File: src/rtl/datapath_core.sv
// Accumulator datapath: shared bus, register file with load/inc/clear, small ALU,
// and a run/halt cycle counter that stops on end_op.
module datapath_core #(
    parameter int unsigned DATA_W = 16,
    parameter int unsigned ADDR_W = 8
) (
    input  logic              clk,
    input  logic              rst,
    input  logic [12:0]       write_en,
    input  logic [3:0]        bus_ld,
    input  logic [3:0]        alu_mode,
    input  logic [1:0]        inc,
    input  logic [2:0]        clr,
    input  logic              dm_wr,
    input  logic              im_wr,
    input  logic              end_op,
    input  logic [DATA_W-1:0] im_rdata,
    input  logic [DATA_W-1:0] dm_rdata,
    output logic [ADDR_W-1:0] im_addr,
    output logic [ADDR_W-1:0] dm_addr,
    output logic [ADDR_W-1:0] dm_addr_b,
    output logic [DATA_W-1:0] wdata,
    output logic              dm_we,
    output logic              im_we,
    output logic [7:0]        ir,
    output logic              z,
    output logic              done,
    output logic [31:0]       cycle_cnt
);

    typedef enum logic {StRun, StHalt} state_e;

    logic [ADDR_W-1:0] arb_q, arb_d, ar_q, ar_d, pc_q, pc_d;
    logic [DATA_W-1:0] dr_q, dr_d, r_q, r_d, tr_q, tr_d, ac_q, ac_d;
    logic [DATA_W-1:0] r1_q, r1_d, r2_q, r2_d, ri_q, ri_d, rj_q, rj_d, rk_q, rk_d;
    logic [7:0]        ir_q, ir_d;
    state_e            state_q, state_d;
    logic              done_q, done_d;
    logic [31:0]       cnt_q, cnt_d;

    logic [DATA_W-1:0] bus;
    logic [DATA_W-1:0] pc_ext;
    logic [DATA_W-1:0] alu_res;

    always_comb begin
        pc_ext = '0;
        pc_ext[ADDR_W-1:0] = pc_q;
    end

    always_comb begin
        case (bus_ld)
            4'd0:    bus = im_rdata;
            4'd1:    bus = dm_rdata;
            4'd2:    bus = pc_ext;
            4'd3:    bus = dr_q;
            4'd4:    bus = r_q;
            4'd5:    bus = ac_q;
            4'd6:    bus = tr_q;
            4'd7:    bus = r1_q;
            4'd8:    bus = r2_q;
            4'd9:    bus = ri_q;
            4'd10:   bus = rj_q;
            4'd11:   bus = rk_q;
            default: bus = '0;
        endcase
    end

    always_comb begin
        case (alu_mode)
            4'b0000: alu_res = ac_q + bus;
            4'b0001: alu_res = ac_q - bus;
            4'b0010: alu_res = ac_q * bus;
            4'b0101: alu_res = bus;
            default: alu_res = ac_q;
        endcase
    end

    // Per register: clear beats increment beats bus load.
    always_comb begin
        arb_d = write_en[12] ? bus[ADDR_W-1:0] : arb_q;
        ar_d  = write_en[11] ? bus[ADDR_W-1:0] : ar_q;
        dr_d  = write_en[9]  ? bus : dr_q;
        ir_d  = write_en[8]  ? bus[7:0] : ir_q;
        r_d   = write_en[7]  ? bus : r_q;
        r1_d  = write_en[4]  ? bus : r1_q;
        r2_d  = write_en[3]  ? bus : r2_q;
        ri_d  = write_en[2]  ? bus : ri_q;
        rj_d  = write_en[1]  ? bus : rj_q;
        rk_d  = write_en[0]  ? bus : rk_q;

        if (clr[0])              pc_d = '0;
        else if (inc == 2'b01)   pc_d = pc_q + ADDR_W'(1);
        else if (write_en[10])   pc_d = bus[ADDR_W-1:0];
        else                     pc_d = pc_q;

        if (clr[1])              tr_d = '0;
        else if (write_en[6])    tr_d = bus;
        else                     tr_d = tr_q;

        if (clr[2])              ac_d = '0;
        else if (inc == 2'b10)   ac_d = ac_q + DATA_W'(1);
        else if (write_en[5])    ac_d = alu_res;
        else                     ac_d = ac_q;
    end

    always_ff @(posedge clk or posedge rst) begin
        if (rst) begin
            arb_q <= '0; ar_q <= '0; pc_q <= '0;
            dr_q  <= '0; ir_q <= '0; r_q  <= '0; tr_q <= '0; ac_q <= '0;
            r1_q  <= '0; r2_q <= '0; ri_q <= '0; rj_q <= '0; rk_q <= '0;
        end else begin
            arb_q <= arb_d; ar_q <= ar_d; pc_q <= pc_d;
            dr_q  <= dr_d;  ir_q <= ir_d; r_q  <= r_d;  tr_q <= tr_d; ac_q <= ac_d;
            r1_q  <= r1_d;  r2_q <= r2_d; ri_q <= ri_d; rj_q <= rj_d; rk_q <= rk_d;
        end
    end

    // The counter saturates; the end_op cycle itself is counted.
    always_comb begin
        state_d = state_q;
        done_d  = done_q;
        cnt_d   = cnt_q;
        if (state_q == StRun) begin
            if (cnt_q != 32'hFFFF_FFFF) cnt_d = cnt_q + 32'd1;
            if (end_op) begin
                state_d = StHalt;
                done_d  = 1'b1;
            end
        end
    end

    always_ff @(posedge clk or posedge rst) begin
        if (rst) begin
            state_q <= StRun;
            done_q  <= 1'b0;
            cnt_q   <= '0;
        end else begin
            state_q <= state_d;
            done_q  <= done_d;
            cnt_q   <= cnt_d;
        end
    end

    assign im_addr   = pc_q;
    assign dm_addr   = ar_q;
    assign dm_addr_b = arb_q;
    assign wdata     = bus;
    assign dm_we     = dm_wr;
    assign im_we     = im_wr;
    assign ir        = ir_q;
    assign z         = (ac_q == '0);
    assign done      = done_q;
    assign cycle_cnt = cnt_q;

endmodule

File: config.mk
export PLATFORM = sky130hd
export DESIGN_NAME = datapath_core
export DESIGN_NICKNAME = d
export VERILOG_FILES = /design/src/rtl/datapath_core.sv
export SDC_FILE = /design/constraint.sdc
export NUM_CORES = 1
export LEC_CHECK = 0
export BUFFER_PORTS_ARGS = -buffer_cell sky130_fd_sc_hd__buf_2
export CORE_ASPECT_RATIO = 1.1
export CORE_MARGIN = 4
export CORE_UTILIZATION = 45
export DETAILED_ROUTE_END_ITERATION = 10
export PLACE_DENSITY_LB_ADDON = 0.05
export SYNTH_ARGS = -nofsm -noshare
export SYNTH_HDL_FRONTEND = slang
export SYNTH_SLANG_ARGS = --single-unit
File: constraint.sdc
create_clock -name clk -period 10.7 [get_ports clk]
set_input_delay 2.675 -clock clk [delete_from_list [all_inputs] [get_ports clk]]
set_output_delay 2.675 -clock clk [all_outputs]
set_load 0.05 [all_outputs]
==> metrics.md <==
| Metric | Value |
|---|---|
| Bufs and invs on worst path | 6 |
| Class of the tightest hold or removal check | register to register |
| Largest net degree at the start of global routing | ~110 |
| Switch Pwr | around 970 uW |
| FFs w/ async S/R, synth | 1.00 |
| Rows | 70 |
| Post-Route WL | 51,200 um |
| WL/cell | 22.6 um |
| Post-DP HPWL | 35,800 um |
| Maximum vdd drop | around 0.00013 V |
| Initial antenna violation count | 1 |
| P_leak | a little over 0.008 uW |
| Top_reg_cell synth | dfrtp_1 |
| # Post-CTS Setup Buffers | 0 |
| Maxcap violations | 0 |
| Nets | between 2,000 and 2,500 |
| Logic gate share of total power | 0.300 |
| Hold Fails Final Rpt | 0 |
| Type of origin of the critical path | input pin |
| CTS Root Cell | clkbuf_16 |
| CP Class | input pin to register |
| Final setup vio count | 0 |
| DRT antenna net count | 0 |
| CP Capture Type | register |
| Fin Clk Skew | about 24 ps |
| Skew-Pair Late Insertion Delay | 540 ps |
| RSZ-0062 raised after global routing | no |
| #FFs+latches synth | 210 |
| Share of cells above drive strength 1 | 0.160 |
| Final instance area | between 15,000 and 20,000 um2 |
| Post-synth EDFFs | 0 |
| Layout area overhead | 12.7% |
| TritonCTS Buffers | 26 |
| Critical Path Max Stage Delay | between 500 and 600 ps |
| Max Slew Vio Count | 0 |
| RD Place Congestion | 0.928 |
| CTS tree | built |
| Die W | between 150 and 200 um |
| Post-synth top area share | 0.340 |
| FMAX | roughly 100 MHz |
| Chip Height | slightly above 200 um |
| First-pass GRT wire length | slightly below 80,000 um |
| PD cells | around 160 nW/um2 |
| Syn Area/Cell | between 8 and 9 um2 |
| Relative slew slack | 0.300 |
| Buffers added on ports | between 100 and 150 |
| CP delay by family, top | adder cells |
| Status | completed |
| Die area | 37,300 um2 |
| Via density | 5.77 |
| WHS | around 450 ps |
| Vias in the first global route | 13,412 |
| Post-DP Area | about 16,000 um2 |
| Drt pass-1 iters | 5 |
| Most frequent cell after synthesis | nor2_1 |
| Post-cts resize count | 0 |
| Switch share | 0.358 |
| Net Count, Synth | a little under 2,000 |
| Initial core utilization | 0.460 |
| Grt total ovfl | 0 |
| Longest Clk Path Bufs | 3 |
| Vias post-DR | 13,062 |
| # H-tree levels | 1 |
| Clk pwr share | 0.350 |
| Detailed Route Iter0 Violations | about 900 |
| Syn Std Cell Area | between 15,000 and 20,000 um2 |
| DR DRC count | 0 |
| Worst EP arrival | approximately 10000 ps |
| CTS clk-pin slew, worst paths | around 70 ps |
| Post-synth top cells | nor2_1 (240), dfrtp_1 (210), a21oi_1 (189) |
| Worst slew pin tran | about 1000 ps |
| Top Ports | ~150 |
| Sequential power share | 0.350 |
| CORE AREA | around 34,000 um2 |
| Final min period | 9530 ps |
| Register-to-Register Setup Slack | 3280 ps |
| Unique masters post-synth | 86 |
| Crit-path slowest cell | mux4_2 |
| Setup TNS | 0 ps |
| Yosys synthesis warning count | 0 |
| Cell taking the most area after synthesis | dfrtp_1 |
| Hold Buf Count CTS | 0 |
| Synth Instances | 1,718 |
| Area contributors post-synth | dfrtp_1 (34%), fa_1 (11%), a21oi_1 (6.1%) |
| Clock sink total | 210 |
| Worst path required time | about 11,000 ps |
| Most used cell, CP | fa_1 |
| All-Layer GR Usage | 0.273 |
| Pint | around 1700 uW |
| Sequential area share after synthesis | 0.340 |
| Period utilisation layout | 0.890 |
| Crit Path Max Fanout | 24 |
[flip-flops by register name, indices dropped and copies added (netlist names), 16 cells and up]
register and flops:
ac_q 16, cycle_cnt 32, dr_q 16, r1_q 16
r2_q 16, r_q 16, ri_q 16, rj_q 16
rk_q 16, tr_q 16
[cells in the final DEF (no fill, tap or decap), types with 9 or more instances in the layout]
cell / synthesis / routed
a211oi_1: 19 / 19
a21o_1: 14 / 14
a21oi_1: 189 / 189
a221oi_1: 16 / 16
a22oi_1: 23 / 23
and2_1: 39 / 39
and3_1: 26 / 26
buf_2: 16 / 142
buf_4: 7 / 47
clkbuf_16: 0 / 26
dfrtp_1: 210 / 210
fa_1: 81 / 81
ha_1: 70 / 70
inv_1: 129 / 128
inv_2: 9 / 9
mux2_2: 20 / 20
mux2i_1: 16 / 16
nand2_1: 110 / 110
nand2b_1: 9 / 9
nand3_1: 41 / 41
nand4_1: 10 / 10
nor2_1: 240 / 239
nor2b_1: 28 / 28
nor3_1: 17 / 16
o21ai_0: 40 / 40
xnor2_1: 80 / 80
xor2_1: 15 / 15
[area by class of cell]
type                       count  area, um2
inverter                     140        538
multi-input combinational   1243       9060
timing repair buffer         190       1080
clock inverter                11        173
clock buffer                  37        752
antenna                        1       2.50
tap                          432        541
sequential                   210       5260
fill                        3274      16100
[logic make-up after synthesis]
kind of cell               after synthesis  share of synthesized area
DFF                                    210                      0.340
muxes                                   45                     0.0340
and+or+nand+nor                        555                      0.168
buffers and inverters                  265                     0.0736
AOI/OAI and AO/OA                      395                      0.166
xor gates and xnor gates                97                     0.0564
adders and majority gates              151                      0.162
[path summary, 6_finish.rpt]
kind,cells after the start,startpoint,endpoint
min,1,done,done
min reg2reg,1,done,done
max reg2reg,27,ac_q[3],ac_q[15]
min in group asynchronous,2,rst,dm_addr[4]
max,25,bus_ld[0],ac_q[15]
max in group asynchronous,3,rst,tr_q[8]
[power by group through the flow]
| stage | Combinational (uW) | Sequential, uW | Clock, uW |
|---|---|---|---|
| 2_1_floorplan | 525 | 990 | 0 |
| 3_3_place_gp | 797 | 957 | 0 |
| 3_5_place_dp | 805 | 957 | 0 |
| 4_1_cts | 808 | 945 | 963 |
| 5_1_grt | 886 | 956 | 1000 |
| 6_report | 811 | 946 | 946 |
[metal layers]
metal  global-route usage  up-vias  wire [um]
met4               0.0763        0       1410
met5                    0        -          0
met1                0.371     6485      21600
met3               0.0509       88       3790
li1                     -     6014          -
met2                0.450      475      24500
[per-stage QoR]
step,utilization,power [uW],instances,worst slack [ps]
2_1_floorplan,-,1520,1718,1100
3_3_place_gp,0.491,1750,2215,772
3_5_place_dp,0.491,1760,2215,595
4_1_cts,0.519,2720,2263,1170
5_1_grt,0.519,2840,2264,738
6_report,0.519,2700,2264,1170
No activity file was read; power rests on OpenSTA's default activity.
